**config.mk**
```make
export PLATFORM = sky130hd
export DESIGN_NAME = pool_line_buffer_flat
export DESIGN_NICKNAME = d
export VERILOG_FILES = /design/src/rtl/pool_pkg.sv /design/src/rtl/pool_line_buffer_if.sv /design/src/rtl/pool_row_mem.sv /design/src/rtl/pool_line_buffer.sv /design/src/flat_wrapper.sv
export SDC_FILE = /design/constraint.sdc
export NUM_CORES = 1
export LEC_CHECK = 0
export ABC_AREA = 0
export CAP_MARGIN = 25
export CORE_UTILIZATION = 60
export CTS_CLUSTER_SIZE = 25
export DETAILED_ROUTE_END_ITERATION = 10
export MAX_ROUTING_LAYER = met4
export PLACE_DENSITY = 0.78
export SLEW_MARGIN = 20
export SYNTH_ARGS = -nofsm -noshare
export SYNTH_HDL_FRONTEND = slang
export SYNTH_HIERARCHICAL = 1
export SYNTH_SLANG_ARGS = --single-unit
```
**constraint.sdc**
```tcl
create_clock -name clk -period 3.8 [get_ports clk]
set_input_delay 0.76 -clock clk [delete_from_list [all_inputs] [get_ports clk]]
set_output_delay 0.76 -clock clk [all_outputs]
set_load 0.005 [all_outputs]
```
**src/rtl/pool_pkg.sv**
```systemverilog
// -----------------------------------------------------------------------------
// pool_pkg
// Shared definitions for the pooling pipeline (line buffer and 2x2 max-pool).
//   pool_state_e    : line-buffer FSM state encoding
//   POOL_WORDLENGTH : default signed pixel width used across the pooling stages
// -----------------------------------------------------------------------------
package pool_pkg;

  localparam int POOL_WORDLENGTH = 16;

  // S_EVEN : capturing the even row of a row pair into the row memory
  // S_ODD  : streaming the odd row, emitting (even, odd) column pairs
  // S_GAP  : one idle cycle after every 2-column window so the pooler restarts
  typedef enum logic [1:0] {
    S_EVEN = 2'd0,
    S_ODD  = 2'd1,
    S_GAP  = 2'd2
  } pool_state_e;

endpackage : pool_pkg

```
**src/rtl/pool_line_buffer_if.sv**
```systemverilog
// -----------------------------------------------------------------------------
// pool_line_buffer_if
// Pixel stream in / column-pair stream out of the pooling line buffer.
//   in_valid, pixel_in  : raster-order pixel stream (driven by master)
//   in_ready            : line buffer can take pixel_in this cycle
//   out_valid           : pixels_0 / pixels_1 hold a vertical column pair
//   pixels_0, pixels_1  : pixel from even row / odd row of the same column
//   frame_done          : one-cycle pulse with the last pair of a frame
// master = pixel producer / pair consumer side, slave = the line buffer.
// -----------------------------------------------------------------------------
interface pool_line_buffer_if
  import pool_pkg::*;
#(
  parameter int WORDLENGTH = POOL_WORDLENGTH
);

  logic                         in_valid;
  logic                         in_ready;
  logic signed [WORDLENGTH-1:0] pixel_in;
  logic                         out_valid;
  logic signed [WORDLENGTH-1:0] pixels_0;
  logic signed [WORDLENGTH-1:0] pixels_1;
  logic                         frame_done;

  modport master (
    output in_valid,
    output pixel_in,
    input  in_ready,
    input  out_valid,
    input  pixels_0,
    input  pixels_1,
    input  frame_done
  );

  modport slave (
    input  in_valid,
    input  pixel_in,
    output in_ready,
    output out_valid,
    output pixels_0,
    output pixels_1,
    output frame_done
  );

endinterface : pool_line_buffer_if

```
**src/rtl/pool_row_mem.sv**
```systemverilog
// -----------------------------------------------------------------------------
// pool_row_mem
// One feature-map row of storage: synchronous write, asynchronous read.
//   clk   : write clock
//   we    : write enable
//   waddr : write column, wdata : pixel written
//   raddr : read column,  rdata : pixel at raddr (combinational)
// -----------------------------------------------------------------------------
module pool_row_mem
  import pool_pkg::*;
#(
  parameter  int DEPTH = 28,
  parameter  int WIDTH = POOL_WORDLENGTH,
  localparam int AW    = (DEPTH > 1) ? $clog2(DEPTH) : 1
) (
  input  logic                    clk,
  input  logic                    we,
  input  logic [AW-1:0]           waddr,
  input  logic signed [WIDTH-1:0] wdata,
  input  logic [AW-1:0]           raddr,
  output logic signed [WIDTH-1:0] rdata
);

  logic signed [WIDTH-1:0] mem [DEPTH];

  // NOTE: storage arrays carry no reset; every entry is written in the even
  // row before the odd row reads it, so reset logic would only cost area.
  always_ff @(posedge clk) begin
    if (we) mem[waddr] <= wdata;
  end

  assign rdata = mem[raddr];

endmodule : pool_row_mem

```
**src/rtl/pool_line_buffer.sv**
```systemverilog
// -----------------------------------------------------------------------------
// pool_line_buffer
// Turns a raster-order pixel stream into vertical column pairs for a 2x2
// max-pool. The even row of each row pair is stored; while the odd row
// streams in, each odd pixel is emitted next to the stored even pixel of the
// same column. After every 2-column window one stall cycle (S_GAP) forces
// out_valid low so the downstream pooler starts a fresh window.
//   clk     : clock, all state on rising edge
//   irst_n  : asynchronous active-low reset
//   clear   : synchronous frame abort, wins over a simultaneous acceptance
//   bus     : pool_line_buffer_if slave (pixel in / pair out / frame_done)
// Parameters: DATA_COL_NUM, ROW_NUM (both even), WORDLENGTH.
// -----------------------------------------------------------------------------
module pool_line_buffer
  import pool_pkg::*;
#(
  parameter int DATA_COL_NUM = 28,
  parameter int ROW_NUM      = 28,
  parameter int WORDLENGTH   = POOL_WORDLENGTH
) (
  input  logic               clk,
  input  logic               irst_n,
  input  logic               clear,
  pool_line_buffer_if.slave  bus
);

  localparam int ROW_PAIRS = ROW_NUM / 2;
  localparam int COL_W     = (DATA_COL_NUM > 1) ? $clog2(DATA_COL_NUM) : 1;
  localparam int RP_W      = (ROW_PAIRS > 1) ? $clog2(ROW_PAIRS) : 1;

  // Odd geometries would leave a half window or half row pair dangling.
  if ((DATA_COL_NUM % 2) != 0) begin : g_bad_cols
    $error("pool_line_buffer: DATA_COL_NUM must be even");
  end
  if ((ROW_NUM % 2) != 0) begin : g_bad_rows
    $error("pool_line_buffer: ROW_NUM must be even");
  end

  pool_state_e             state, state_nxt;
  logic [COL_W-1:0]        col, col_nxt;
  logic [RP_W-1:0]         row_pair, row_pair_nxt;

  logic                    accept;
  logic                    col_last;
  logic                    row_pair_last;
  logic                    mem_we;
  logic                    pair_load;
  logic                    frame_last;
  logic signed [WORDLENGTH-1:0] even_pixel;

  logic                    out_valid_q;
  logic                    frame_done_q;
  logic signed [WORDLENGTH-1:0] pixels_0_q;
  logic signed [WORDLENGTH-1:0] pixels_1_q;

  assign bus.in_ready   = (state != S_GAP);
  assign accept         = bus.in_valid && bus.in_ready;
  assign col_last       = (col == COL_W'(DATA_COL_NUM - 1));
  assign row_pair_last  = (row_pair == RP_W'(ROW_PAIRS - 1));

  // ---------------------------------------------------------------------------
  // Row memory holding the even row of the current row pair
  // ---------------------------------------------------------------------------
  pool_row_mem #(
    .DEPTH (DATA_COL_NUM),
    .WIDTH (WORDLENGTH)
  ) u_row_mem (
    .clk   (clk),
    .we    (mem_we),
    .waddr (col),
    .wdata (bus.pixel_in),
    .raddr (col),
    .rdata (even_pixel)
  );

  // ---------------------------------------------------------------------------
  // State and counter registers
  // ---------------------------------------------------------------------------
  // NOTE: clocked processes use non-blocking (<=) so every register samples
  // pre-edge values; blocking (=) here would create order-dependent races.
  always_ff @(posedge clk or negedge irst_n) begin
    if (!irst_n) begin
      state    <= S_EVEN;
      col      <= '0;
      row_pair <= '0;
    end else begin
      state    <= state_nxt;
      col      <= col_nxt;
      row_pair <= row_pair_nxt;
    end
  end

  // ---------------------------------------------------------------------------
  // Next-state, counter and datapath-control decode
  // ---------------------------------------------------------------------------
  always_comb begin
    // NOTE: every output of this block gets a default first, so no path can
    // leave a signal unassigned and infer a latch.
    state_nxt    = state;
    col_nxt      = col;
    row_pair_nxt = row_pair;
    mem_we       = 1'b0;
    pair_load    = 1'b0;
    frame_last   = 1'b0;

    if (clear) begin
      // Abort the frame; any pixel offered this cycle is dropped.
      state_nxt    = S_EVEN;
      col_nxt      = '0;
      row_pair_nxt = '0;
    end else begin
      unique case (state)
        S_EVEN: begin
          if (accept) begin
            mem_we  = 1'b1;
            col_nxt = col_last ? '0 : col + COL_W'(1);
            if (col_last) state_nxt = S_ODD;
          end
        end

        S_ODD: begin
          if (accept) begin
            pair_load = 1'b1;
            col_nxt   = col_last ? '0 : col + COL_W'(1);
            if (col_last) begin
              state_nxt    = S_EVEN;
              row_pair_nxt = row_pair_last ? '0 : row_pair + RP_W'(1);
              frame_last   = row_pair_last;
            end else if (col[0]) begin
              // Second column of a window done: insert the restart gap.
              state_nxt = S_GAP;
            end
          end
        end

        S_GAP: begin
          state_nxt = S_ODD;
        end

        default: begin
          state_nxt = S_EVEN;
        end
      endcase
    end
  end

  // ---------------------------------------------------------------------------
  // Registered pair outputs (one-cycle latency from the odd-row acceptance)
  // ---------------------------------------------------------------------------
  always_ff @(posedge clk or negedge irst_n) begin
    if (!irst_n) begin
      out_valid_q  <= 1'b0;
      frame_done_q <= 1'b0;
      pixels_0_q   <= '0;
      pixels_1_q   <= '0;
    end else begin
      out_valid_q  <= pair_load;
      frame_done_q <= frame_last;
      // Pixels hold their last pair whenever nothing new is loaded.
      if (pair_load) begin
        pixels_0_q <= even_pixel;
        pixels_1_q <= bus.pixel_in;
      end
    end
  end

  assign bus.out_valid  = out_valid_q;
  assign bus.frame_done = frame_done_q;
  assign bus.pixels_0   = pixels_0_q;
  assign bus.pixels_1   = pixels_1_q;

endmodule : pool_line_buffer

```
**src/flat_wrapper.sv**
```systemverilog
// flat-port wrapper written by rule: the top's interface ports become plain ports
module pool_line_buffer_flat import pool_pkg::*;
#(
  parameter int DATA_COL_NUM = 28,
  parameter int ROW_NUM      = 28,
  parameter int WORDLENGTH   = POOL_WORDLENGTH
)
  (clk, irst_n, clear, bus_in_valid, bus_pixel_in, bus_in_ready, bus_out_valid, bus_pixels_0, bus_pixels_1, bus_frame_done);
  pool_line_buffer_if #(.WORDLENGTH(WORDLENGTH)) bus_i ();
  input  logic clk;
  input  logic irst_n;
  input  logic clear;
  input wire logic [$bits(bus_i.in_valid)-1:0] bus_in_valid;
  input wire logic [$bits(bus_i.pixel_in)-1:0] bus_pixel_in;
  output wire logic [$bits(bus_i.in_ready)-1:0] bus_in_ready;
  output wire logic [$bits(bus_i.out_valid)-1:0] bus_out_valid;
  output wire logic [$bits(bus_i.pixels_0)-1:0] bus_pixels_0;
  output wire logic [$bits(bus_i.pixels_1)-1:0] bus_pixels_1;
  output wire logic [$bits(bus_i.frame_done)-1:0] bus_frame_done;
  assign bus_i.in_valid = bus_in_valid;
  assign bus_i.pixel_in = bus_pixel_in;
  assign bus_in_ready = bus_i.in_ready;
  assign bus_out_valid = bus_i.out_valid;
  assign bus_pixels_0 = bus_i.pixels_0;
  assign bus_pixels_1 = bus_i.pixels_1;
  assign bus_frame_done = bus_i.frame_done;
  pool_line_buffer #(.DATA_COL_NUM(DATA_COL_NUM), .ROW_NUM(ROW_NUM), .WORDLENGTH(WORDLENGTH)) u_core (.clk(clk), .irst_n(irst_n), .clear(clear), .bus(bus_i));
endmodule
```
* Word-level counts from Yosys, hierarchy flattened
Memory sizes are Yosys's and may differ from the RTL's. A register that Yosys moved wholly into a read port is not among the register bits.
Index checks and enable logic that the tools add are counted.
** Word-level totals
- Bits in registers :: 29
- Bits in writable memories :: 448
- Output and inout bits :: 35
- Logic and storage cells :: 56
- Memories :: 1
** Operators by class
- Add/sub/neg operators :: 2
- Equality and inequality tests :: 9
- Muxes and demuxes :: 27
- Reductions and logical operators :: 11
** Memory list
- u_core.u_row_mem.mem :: depth 28, width 16, rd ports 1, clocked after Yosys merged registers in 1, wr ports 1, line pool_row_mem.sv:24 : logic signed [WIDTH-1:0] mem [DEPTH];
** Operators by type and width (count)
- 4-bit 2-to-1 mux :: 5
- 5-bit 2-to-1 mux :: 4
- 2-bit 2-to-1 mux :: 6
- 1-bit 2-to-1 mux :: 11
- 3-bit by 2-bit != test with 1-bit output, second input constant :: 3
- 2-bit nonzero test :: 4
- 2-bit one-hot mux with 3 select lines :: 1
- 5-bit by 1-bit adder with 5-bit output, second input constant :: 1
- 5-bit equality test, second input constant :: 1
- 4-bit by 1-bit adder with 4-bit output, second input constant :: 1
- 4-bit equality test, second input constant :: 1
- 4-bit by 2-bit != test with 1-bit output, second input constant :: 1
- 4-bit AND reduction :: 1
- 3-bit AND reduction :: 1
- 2-bit by 1-bit equality test with 1-bit output, second input constant :: 1
- 2-bit equality test, second input constant :: 1
- 2-bit logical NOT :: 1
- 2-bit != test, second input constant :: 1
- 2-bit AND reduction :: 1
- 2-bit OR reduction :: 1
- 1-bit logical AND :: 1
- 1-bit logical NOT :: 1

* Logic depth before layout (Yosys ltp)
Gate-level depths: netlist of run 1.
- Depth after elaboration :: 7
- Depth in mapped cells :: 9
- Gate-level depth less buffers :: 5

* Hierarchy
Netlist of run 1, hierarchy kept.
** By module, submodules not included
- pool_row_mem :: times used 1, cells each 911, area an instance 17625.7 sq um
- pool_line_buffer :: times used 1, cells each 139, area an instance 1910.6 sq um

* Least setup slack after synthesis of run 1
OpenSTA, ideal clock, no wires.
- Path kind :: input -> register
- Start :: input clear
- End :: memory u_core/u_row_mem/mem[4][0] (netlist name), enable pin
- Setup time :: 0.388 ns
- Arrival time :: 2.793 ns
- Data required time :: 3.412 ns
- Slack :: 0.619 ns
- Stages :: 6
- Path through :: clkbuf_1 > clkbuf_1 > nor3_1 > or3b_2 > clkbuf_1 > nor2_1
** On the way
- Longest elaborated chain between the ends :: 3
** Ends and longest elaborated chain
- start: declaration :: line flat_wrapper.sv:12 : input logic clear;
- 1-bit 2-to-1 mux :: line pool_line_buffer.sv:106 : if (clear) begin
- named net u_core.mem_we :: line pool_line_buffer.sv:46 : logic mem_we;
- 1-bit 2-to-1 mux :: line pool_row_mem.sv:29 : if (we) mem[waddr] <= wdata;
- 1-bit 2-to-1 mux (not written as such) :: line pool_row_mem.sv:29
- end: declaration :: line pool_row_mem.sv:24
The timed path passes the listed nets, and every way through them passes these cells.

* Final worst setup path of run 1
- Start :: input bus_in_valid
- End :: memory u_core/u_row_mem/mem[12][6] (netlist name), enable pin
** On the way
- Longest elaborated chain between the ends :: 6
** Ends and longest elaborated chain
- start: declaration :: line flat_wrapper.sv:13 : input wire logic [$bits(bus_i.in_valid)-1:0] bus_in_valid;
- 1-bit logical AND :: line pool_line_buffer.sv:57 : assign accept = bus.in_valid && bus.in_ready;
- 1-bit 2-to-1 mux :: line pool_line_buffer.sv:114 : if (accept) begin
- 1-bit 2-to-1 mux :: line pool_line_buffer.sv:112 : unique case (state)
- 1-bit 2-to-1 mux :: line pool_line_buffer.sv:106
- named net u_core.mem_we :: line pool_line_buffer.sv:46
- 1-bit 2-to-1 mux :: line pool_row_mem.sv:29
- 1-bit 2-to-1 mux (not written as such) :: line pool_row_mem.sv:29
The timed path passes the listed nets, and every way through them passes these cells.

==> results of run 1 <==
[state kept, by name (all words and copies together) (netlist names)]
| register | flops |
|---|---|
| u_core/bus.frame_done | 1 |
| u_core/state | 2 |
| u_core/u_row_mem/mem | 448 |
| u_core/col | 5 |
| u_core/row_pair | 4 |
| u_core/bus.pixels_1 | 16 |
| u_core/bus.pixels_0 | 16 |
| u_core/bus.out_valid | 1 |
[critical path, stage by stage]
cell	delay [ns]
clkdlybuf4s50_1	0.54
nand2b_1	0.21
nor3_1	0.48
or3b_2	0.64
nor2_1	0.22
buf_4	0.25
[metal layers]
| layer | global-route usage (%) | vias up |
|---|---|---|
| met1 | 39.1 | 5295 |
| met4 | 9.41 | 0 |
| met2 | 44.3 | 646 |
| li1 | - | 4459 |
| met3 | 3.79 | 100 |
| met5 | - | - |
[stage by stage]
stage               hold WS (ns)  total power, mW  util (%)
finish                     0.329             11.0      70.1
CTS                        0.379             11.0      70.0
global placement           0.476             6.55      65.2
global route               0.404             11.3      70.1
floorplan                  0.464             6.36         -
detailed placement         0.479             6.56      65.2
[layout make-up]
| cell class | count | area (um2) |
|---|---|---|
| Multi-Input combinational cell | 498 | 4460 |
| Tap cell | 435 | 544 |
| Fill cell | 1917 | 9510 |
| Inverter | 5 | 18.8 |
| Timing Repair Buffer | 133 | 1180 |
| Sequential cell | 493 | 14600 |
| Clock inverter | 19 | 123 |
| Clock buffer | 70 | 1390 |
[kinds of logic (layout without fill, tap and decap cells)]
group / count (synthesis) / in the layout
and+or+nand+nor: 186 / 186
DFF: 493 / 493
muxes: 215 / 215
adders and majority gates: 3 / 3
AOI/OAI and AO/OA: 94 / 94
buffers and inverters: 59 / 227
[power groups by stage]
stage | logic (mW) | clock network (mW) | registers (mW)
after floorplan | 0.297 | 0 | 6.06
after global placement | 0.469 | 0 | 6.08
after detailed placement | 0.480 | 0 | 6.08
after CTS | 0.483 | 4.56 | 5.97
after global routing | 0.530 | 4.77 | 5.96
final | 0.502 | 4.51 | 5.96
[how the worst max path moves through the flow]
stage	start	endpoint	slack (ns)	depth (start not counted)
2_1_floorplan	clear	u_core/u_row_mem/mem[4][0]	0.62	6
3_3_place_gp	bus_in_valid	u_core/u_row_mem/mem[8][0]	0.49	6
3_5_place_dp	bus_in_valid	u_core/u_row_mem/mem[12][6]	0.42	6
4_1_cts	u_core/col[0]	u_core/bus.pixels_0[15]	0.92	6
5_1_grt	bus_in_valid	u_core/u_row_mem/mem[12][15]	0.85	6
6_report	bus_in_valid	u_core/u_row_mem/mem[12][6]	0.94	6
[synthesized netlist by cell type (4+ instances only)]
cell type	number	share of area [%]
a21oi_1	35	0.90
a22oi_1	30	1.2
and3_1	8	0.26
buf_12	4	0.41
buf_6	17	0.98
clkbuf_1	17	0.33
clkbuf_8	4	0.28
dfrtp_1	45	5.8
edfxtp_1	448	69
inv_1	5	0.096
mux2_2	35	2.0
mux2i_1	132	6.8
mux4_1	17	2.3
mux4_2	29	3.3
nand2_1	54	1.0
nand2b_1	8	0.26
nand3_1	34	0.87
nand3b_1	8	0.31
nand4_1	12	0.38
nor2_1	34	0.65
nor3_2	4	0.20
o221a_2	4	0.23
o22ai_1	13	0.42
or3_1	4	0.13
or3b_2	4	0.18
==> results.py, run 1 <==
metrics = {
    "synthesis": {
        "syn_area_per_cell_um2": 18.6,
        "synth_top_family_by_area": "multiplexers",
        "ys_types": 51,
        "synth_fa_ha_area_share_pct": 0.192,
        "synth_xor_area_share_pct": 0,
        "synth_compound_area_share_pct": 3.17,
        "synth_simple_gate_area_share_pct": 4.91,
        "synth_edf_count": 448,
        "synth_cells": 1050,
        "synth.area.mux_share_pct": 14.5,
        "yosysWarnings": 6,
        "ys.flop_type": "edfxtp_1",
        "netlist_area_um2": 19500,
        "async_flop_share_pct": 9.13,
        "ys_seq_elements": 493,
        "seq_area_frac_synth_pct": 74.6,
        "syn_nets": 1073,
    },
    "pwr": {
        "switching_share_pct": 20.5,
        "power.switching_mw": 2.25,
        "p_clk_share_pct": 41.1,
        "pwr-share-seq_pct": 54.3,
        "leakagePower_nw": 7.43,
        "powerDensity_nw_per_um2": 492,
        "p_comb_share_pct": 4.6,
        "p_int_mw": 8.73,
        "vdd_drop_max_v": 0.000360,
    },
    "routing": {
        "m1WireLength_um": 17200,
        "dr_wl_met2_um": 21700,
        "highest_layer": "met4",
        "routed_wl_um": 44500,
        "wl_met3_um": 4140,
        "routed_via_density": 6.35,
        "first_pass_iters": 6,
        "ant_nets": 0,
        "remaining_drc_errors": 0,
        "drt_iter0_markers": 1565,
        "drt-wirelength-per-cell_um": 26.9,
        "dr_total_vias": 10500,
    },
    "final_layout": {
        "final_nets": 1202,
        "antenna-diode-count": 0,
        "drive_gt1_share_pct": 19.4,
        "area_growth_pct": 14.1,
        "layout_common_cells": "edfxtp_1, mux2i_1, buf_4",
        "final_area_um2": 22300,
        "final_common_cell": "edfxtp_1",
        "final_cells": 1653,
    },
    "cts": {
        "cts_root_buf": "clkbuf_16",
        "postCtsHoldBufs": 0,
        "post_cts_buffers": 0,
        "clockBufferDepth": 3,
        "clk_pin_slew_ns": 0.06,
        "numClockSinks": 493,
        "cts_tree": "yes",
        "cts-buffers-inserted": 48,
        "clk_latency_ns": 0.55,
        "htreeDepth": 2,
        "cts_resized": 0,
    },
    "worst_setup_path": {
        "cp.required_ns": 4.05,
        "crit_type": "input port to flop",
        "r2r_slack_ns": 1.10,
        "worstSetupStartpointType": "input port",
        "worstReg2RegStart": "u_core/col[0]",
        "r2r_end": "u_core/bus.pixels_0[15]",
        "r2r_cells": 7,
        "cp_max_fo": 10,
        "worst_setup_path_end_kind": "flop",
        "worstPathArrival_ns": 3.10,
    },
    "die": {
        "ios": 55,
        "start_util_pct": 61.4,
        "fp.coreArea_um2": 31800,
        "die_x_um": 182,
        "rows": 65,
        "die_area_um2": 33300,
        "die_h_um": 182,
    },
    "place": {
        "place.port_buffers": 54,
        "dp_hpwl_um": 28300,
        "place_congestion": 0.887,
        "placed_area_um2": 20700,
        "pre_cts_ws_ns": 0.421,
        "placed_cells": 1562,
    },
    "worst_hold_path": {
        "min_path_type": "input port to async pin",
    },
    "grt": {
        "first_global_vias": 10200,
        "grt_usage_pct": 28.3,
        "grt_start_max_net_pins": 61,
        "grt-ovfl-total": 0,
        "grt_first_pass_wirelength_um": 65500,
        "antenna_found_initial": 0,
    },
    "sta": {
        "period_share_pct": 75.2,
        "skew_ns": 0.0164,
        "fin_crit_ns": 2.86,
        "timing.final.hold_violations": 0,
        "final_max_slew_viol_count": 0,
        "timing.fmax_mhz": 350,
        "slew_headroom_pct": 31.9,
        "setup_viol": 0,
        "rsz0062_at_grt": "false",
        "tns_ns": 0,
        "worstMarginPinSlew_ns": 1.02,
        "layout_setup_ws_ns": 0.943,
    },
    "job": {
        "drv_cap": 0,
    },
    "run_status": {
        "status": "completed",
    },
}
(Power assumes the default switching activity.)
==> run 2: changes to the inputs <==
--- a/config.mk
+++ b/config.mk
@@ -7,11 +7,11 @@
 export LEC_CHECK = 0
 export ABC_AREA = 0
 export CAP_MARGIN = 25
-export CORE_UTILIZATION = 60
+export CORE_UTILIZATION = 55
 export CTS_CLUSTER_SIZE = 25
 export DETAILED_ROUTE_END_ITERATION = 10
 export MAX_ROUTING_LAYER = met4
-export PLACE_DENSITY = 0.78
+export PLACE_DENSITY = 0.75
 export SLEW_MARGIN = 20
 export SYNTH_ARGS = -nofsm -noshare
 export SYNTH_HDL_FRONTEND = slang
==> constraint.sdc (replaced) <==
create_clock -name clk -period 2.55 [get_ports clk]
set_input_delay 0.51 -clock clk [delete_from_list [all_inputs] [get_ports clk]]
set_output_delay 0.51 -clock clk [all_outputs]
set_load 0.005 [all_outputs]
==> run 2 against run 1 <==
Effect of this change: cell area increased by 2.9%; die area increased by 9.0%; clock skew increased by 0.0049 ns; hold slack got worse by 0.26 ns; global-route usage decreased by 3.5 points; sequential share of layout area decreased by 1.8 points; largest cell class unchanged; non-clock buffer count increased by 33; combinational power increased by 59%; count of clock-buffer cells in the layout decreased by 7; sequential power increased by 49%.
==> results.py, run 2 (synthesis results as in run 1) <==
metrics = {
    "die": {
        "ios": 55,
        "die_area_um2": 36300,
        "start_util_pct": 56.3,
        "fp.coreArea_um2": 34700,
        "rows": 68,
        "die_x_um": 190,
        "die_h_um": 190,
    },
    "final_layout": {
        "top_register": "u_core/u_row_mem/mem",
        "final_area_um2": 22900,
        "final_cells": 1705,
        "area_growth_pct": 17.4,
        "drive_gt1_share_pct": 22.5,
        "final_nets": 1235,
        "final_common_cell": "edfxtp_1",
        "largest_reg_flops": 448,
        "layout_common_cells": "edfxtp_1, mux2i_1, buf_4",
    },
    "grt": {
        "first_global_vias": 10400,
        "met3_usage_pct": 3.72,
        "grt_busiest_layer": "met2",
        "antenna_found_initial": 1,
        "grt_start_max_net_pins": 46,
        "grt_first_pass_wirelength_um": 63900,
        "use_met1_pct": 34.4,
        "grt_use_met2_pct": 39.5,
        "grt-ovfl-total": 0,
        "grt_usage_pct": 24.9,
    },
    "cts": {
        "cts-buffers-inserted": 48,
        "clk_latency_ns": 0.56,
        "cts_tree": "yes",
        "clockBufferDepth": 3,
        "cts_resized": 0,
        "clk_pin_slew_ns": 0.06,
        "htreeDepth": 2,
        "post_cts_buffers": 0,
        "numClockSinks": 493,
        "postCtsHoldBufs": 0,
        "cts_root_buf": "clkbuf_16",
    },
    "worst_setup_path": {
        "crit_type": "flop to flop",
        "crit_chain": "buf_12 > buf_12 > mux2i_1 > a22oi_1 > nand3_1 > nand4_1 > mux2_2",
        "worst_path_most_repeated_cell": "buf_12",
        "cp_max_fo": 23,
        "worstSetupStartpointType": "flop",
        "cp.required_ns": 2.99,
        "worst_setup_path_end_kind": "flop",
        "critPathBufInv": 2,
        "worstPathArrival_ns": 2.89,
        "slowest_delay_ns": 0.61,
        "cp_slowest_cell": "dfrtp_4",
        "path_delay_family": "multiplexers",
    },
    "sta": {
        "skew_ns": 0.0213,
        "final_max_slew_viol_count": 0,
        "period_share_pct": 96.1,
        "worstMarginPinSlew_ns": 0.701,
        "fin_crit_ns": 2.45,
        "rsz0062_at_grt": "false",
        "timing.fmax_mhz": 408,
        "setup_viol": 0,
        "timing.final.hold_violations": 0,
        "layout_setup_ws_ns": 0.100,
        "slew_headroom_pct": 53.3,
    },
    "pwr": {
        "leakagePower_nw": 7.68,
        "powerDensity_nw_per_um2": 721,
        "vdd_drop_max_v": 0.000588,
    },
    "routing": {
        "first_pass_iters": 5,
        "routed_wl_um": 42700,
        "drt-wirelength-per-cell_um": 25.1,
        "remaining_drc_errors": 0,
        "routed_via_density": 6.10,
        "ant_nets": 0,
        "drt_iter0_markers": 1043,
        "dr_total_vias": 10400,
    },
    "place": {
        "place_congestion": 0.879,
        "placed_cells": 1617,
        "place.port_buffers": 54,
        "dp_hpwl_um": 27500,
        "pre_cts_ws_ns": -0.0450,
        "placed_area_um2": 21400,
    },
    "worst_hold_path": {
        "min_path_type": "input port to async pin",
    },
    "job": {
        "drv_cap": 0,
    },
    "run_status": {
        "status": "completed",
    },
}
## run 2: report_power, final
| part | internal [mW] | total, mW | leakage (nW) | switching (mW) |
|---|---|---|---|---|
| Combinational | 0.328 | 0.797 | 2.27 | 0.469 |
| Clock | 3.96 | 6.86 | 0.758 | 2.89 |
| Sequential | 8.85 | 8.87 | 4.65 | 0.0275 |
| Total | 13.1 | 16.5 | 7.68 | 3.39 |
## run 2: area by class of cell
type | instances | area [um2]
antenna | 1 | 2.50
tap | 455 | 569
clock buffer | 63 | 1330
multi-input combinational | 498 | 4520
clock inverter | 24 | 208
inverter | 5 | 18.8
timing repair buffer | 166 | 1700
fill | 2257 | 11800
sequential | 493 | 14600
## run 2: worst paths after layout
kind,from,depth (start not counted),slack [ns],to
max in group asynchronous,irst_n,2,1.97,u_core/col[0]
worst min register to register,u_core/bus.pixels_1[6],1,0.50,u_core/bus.pixels_1[6]
worst min-delay path,irst_n,2,0.07,u_core/bus.pixels_0[10]
worst max-delay path,u_core/col[0],7,0.10,u_core/bus.pixels_0[7]
worst max register to register,u_core/col[0],7,0.10,u_core/bus.pixels_0[7]
min in group clk,u_core/bus.pixels_1[6],1,0.50,u_core/bus.pixels_1[6]
## run 2: per-stage QoR
stage / TNS (ns) / hold slack [ns] / util [%] / total power [mW]
after global routing: 0 / 0.119 / 66.1 / 17.0
after CTS: 0 / 0.0993 / 66.0 / 16.6
after detailed placement: -2.73 / 0.482 / 61.6 / 9.84
after floorplan: 0 / 0.214 / - / 9.48
after global placement: -2.55 / 0.483 / 61.6 / 9.82
final: 0 / 0.0704 / 66.1 / 16.5
## run 2: per-layer routing
layer / up-vias / share of wire [%]
met5: - / 0
met4: 0 / 1.6
met3: 61 / 8.1
met2: 499 / 49
met1: 5326 / 41
li1: 4517 / -
==> run 3: changes to the inputs <==
--- a/config.mk
+++ b/config.mk
@@ -12,7 +12,7 @@
 export DETAILED_ROUTE_END_ITERATION = 10
 export MAX_ROUTING_LAYER = met4
 export PLACE_DENSITY = 0.75
-export SLEW_MARGIN = 20
+export SETUP_SLACK_MARGIN = 0.4
 export SYNTH_ARGS = -nofsm -noshare
 export SYNTH_HDL_FRONTEND = slang
 export SYNTH_HIERARCHICAL = 1
==> run 3 against run 2 <==
Effect of this change: die area did not move; utilization rose by 1.3 points; critical path depth did not move; global-route usage rose by 0.26 points; sequential power barely moved; fmax rose by 12%; final cell count rose by 0.23%; power rose by 0.66%; via count fell by 0.62%; first-iteration DRC count rose by 10%; count of clock-buffer cells in the layout rose by 2; critical path type unchanged; critical endpoint is now u_core/bus.pixels_0[2]; largest cell class unchanged.
==> results.py, run 3 (synthesis results as in run 1) <==
metrics = {
    "grt": {
        "first_global_vias": 10500,
        "grt_first_pass_wirelength_um": 64300,
        "grt_start_max_net_pins": 36,
        "grt-ovfl-total": 0,
        "grt_usage_pct": 25.1,
        "antenna_found_initial": 1,
    },
    "worst_setup_path": {
        "crit_chain": "buf_4 > nor2b_2 > buf_12 > a22oi_1 > nand3_1 > nand4_1 > mux2_2",
        "cp_max_fo": 30,
        "worstPathArrival_ns": 2.62,
        "cp_slowest_cell": "dfrtp_2",
        "path_delay_family": "simple AND/OR/NAND/NOR gates",
        "r2r_slack_ns": 0.36,
        "worstSetupStartpointType": "flop",
        "worst_setup_path_end_kind": "flop",
        "cp.required_ns": 2.98,
        "slowest_delay_ns": 0.48,
        "crit_type": "flop to flop",
        "r2r_end": "u_core/bus.pixels_0[2]",
        "worstReg2RegStart": "u_core/col[1]",
        "r2r_cells": 7,
        "critPathBufInv": 2,
    },
    "die": {
        "die_h_um": 190,
        "ios": 55,
        "rows": 68,
        "die_x_um": 190,
        "start_util_pct": 56.3,
        "fp.coreArea_um2": 34700,
        "die_area_um2": 36300,
    },
    "pwr": {
        "leakagePower_nw": 7.78,
        "vdd_drop_max_v": 0.000846,
        "power.switching_mw": 3.37,
        "p_comb_share_pct": 5.2,
        "p_int_mw": 13.3,
        "p_clk_share_pct": 41.5,
        "powerDensity_nw_per_um2": 711,
        "switching_share_pct": 20.3,
        "pwr-share-seq_pct": 53.3,
        "p_total_mw": 16.6,
    },
    "final_layout": {
        "drive_gt1_share_pct": 25.1,
        "final_util_pct": 67.4,
        "layout_common_cells": "edfxtp_1, mux2i_1, buf_4",
        "largest_reg_flops": 448,
        "area_growth_pct": 19.7,
        "final_nets": 1238,
        "final_common_cell": "edfxtp_1",
        "top_register": "u_core/u_row_mem/mem",
    },
    "sta": {
        "timing.final.hold_violations": 0,
        "hold_slack_ns": 0.429,
        "worstMarginPinSlew_ns": 0.791,
        "period_share_pct": 85.9,
        "slew_headroom_pct": 47.1,
        "skew_ns": 0.0112,
        "setup_viol": 0,
        "final_max_slew_viol_count": 0,
        "fin_crit_ns": 2.19,
        "timing.fmax_mhz": 456,
        "rsz0062_at_grt": "true",
    },
    "routing": {
        "first_pass_iters": 5,
        "drt_iter0_markers": 1147,
        "drt-wirelength-per-cell_um": 25.2,
        "ant_nets": 0,
        "routed_via_density": 6.05,
        "routed_wl_um": 43100,
        "dr_total_vias": 10300,
        "remaining_drc_errors": 0,
    },
    "cts": {
        "cts_root_buf": "clkbuf_16",
        "clk_latency_ns": 0.55,
        "htreeDepth": 2,
        "clk_pin_slew_ns": 0.06,
        "clockBufferDepth": 3,
        "numClockSinks": 493,
        "cts-buffers-inserted": 48,
        "cts_tree": "yes",
    },
    "worst_hold_path": {
        "min_path_type": "input port to async pin",
    },
    "place": {
        "dp_hpwl_um": 26600,
        "place_congestion": 0.860,
        "place.port_buffers": 54,
    },
    "job": {
        "drv_cap": 0,
    },
    "run_status": {
        "status": "completed",
    },
}
==> run 3: cell count changes in the layout (fill, tap and decap cells not counted), sizes merged <==
cell	previous run	this run
bufinv	3	4
dlygate4sd3	0	1
inv	6	7
clkinv	18	15
clkbuf	63	68
buf	113	109
bufbuf	0	3
==> run 3: how the worst max path moves through the flow <==
stage	start	to	slack [ns]	depth (start not counted)
2_1_floorplan	clear	u_core/u_row_mem/mem[24][0]	0.38	6
3_3_place_gp	bus_in_valid	u_core/u_row_mem/mem[20][10]	-0.03	6
3_5_place_dp	bus_in_valid	u_core/u_row_mem/mem[20][8]	-0.03	6
4_1_cts	u_core/col[0]	u_core/bus.pixels_0[2]	0.37	6
5_1_grt	u_core/col[0]	u_core/bus.pixels_0[12]	0.36	6
6_report	u_core/col[1]	u_core/bus.pixels_0[2]	0.36	7
==> run 3: timing repair <==
item                                    in CTS  in global routing
hold endpoints to repair                    17                  0
pin swaps                                    1                  1
endpoints found under the setup margin      32                 19
buffers inserted                             3                 12
hold buffers                                 1                  0
gates resized for setup                      8                 12
cloned                                       3                  2
==> run 3: layout make-up <==
class / count / area, um2
antenna: 1 / 2.50
clock buffer: 65 / 1320
clock inverter: 23 / 224
fill: 2215 / 11300
inverter: 5 / 18.8
multi-input combinational: 498 / 4610
sequential: 493 / 14600
tap: 455 / 569
timing repair buffer: 169 / 2060
==> run 3: routing by layer <==
| layer | GRT usage, % | vias to the layer above | wire length (um) |
|---|---|---|---|
| met5 | - | - | 0 |
| met4 | 6.37 | 0 | 826 |
| met3 | 3.90 | 62 | 3330 |
| met2 | 39.9 | 453 | 21400 |
| met1 | 34.3 | 5292 | 17600 |
| li1 | - | 4531 | - |
==> run 3: power by group through the flow <==
stage	Combinational, mW	Sequential [mW]	Clock [mW]
CTS	0.822	8.86	6.97
finish	0.868	8.86	6.90
detailed placement	0.772	9.04	0
global route	0.920	8.86	7.29
global placement	0.754	9.04	0
floorplan	0.460	9.03	0
==> run 3: stage by stage <==
step	setup TNS [ns]	instances	setup WS (ns)	area, um2
final	0	1709	0.358	23400
after global routing	0	1709	0.361	23400
after CTS	0	1694	0.373	23200
after detailed placement	-0.579	1599	-0.0297	21500
after global placement	-0.690	1599	-0.0343	21500
after floorplan	0	1050	0.383	19700
==> run 3: worst register-to-register path: stages (launching register included) <==
cell and delay [ns]:
dfrtp_2 0.48, buf_4 0.23, nor2b_2 0.20, buf_12 0.21
a22oi_1 0.19, nand3_1 0.26, nand4_1 0.20, mux2_2 0.31
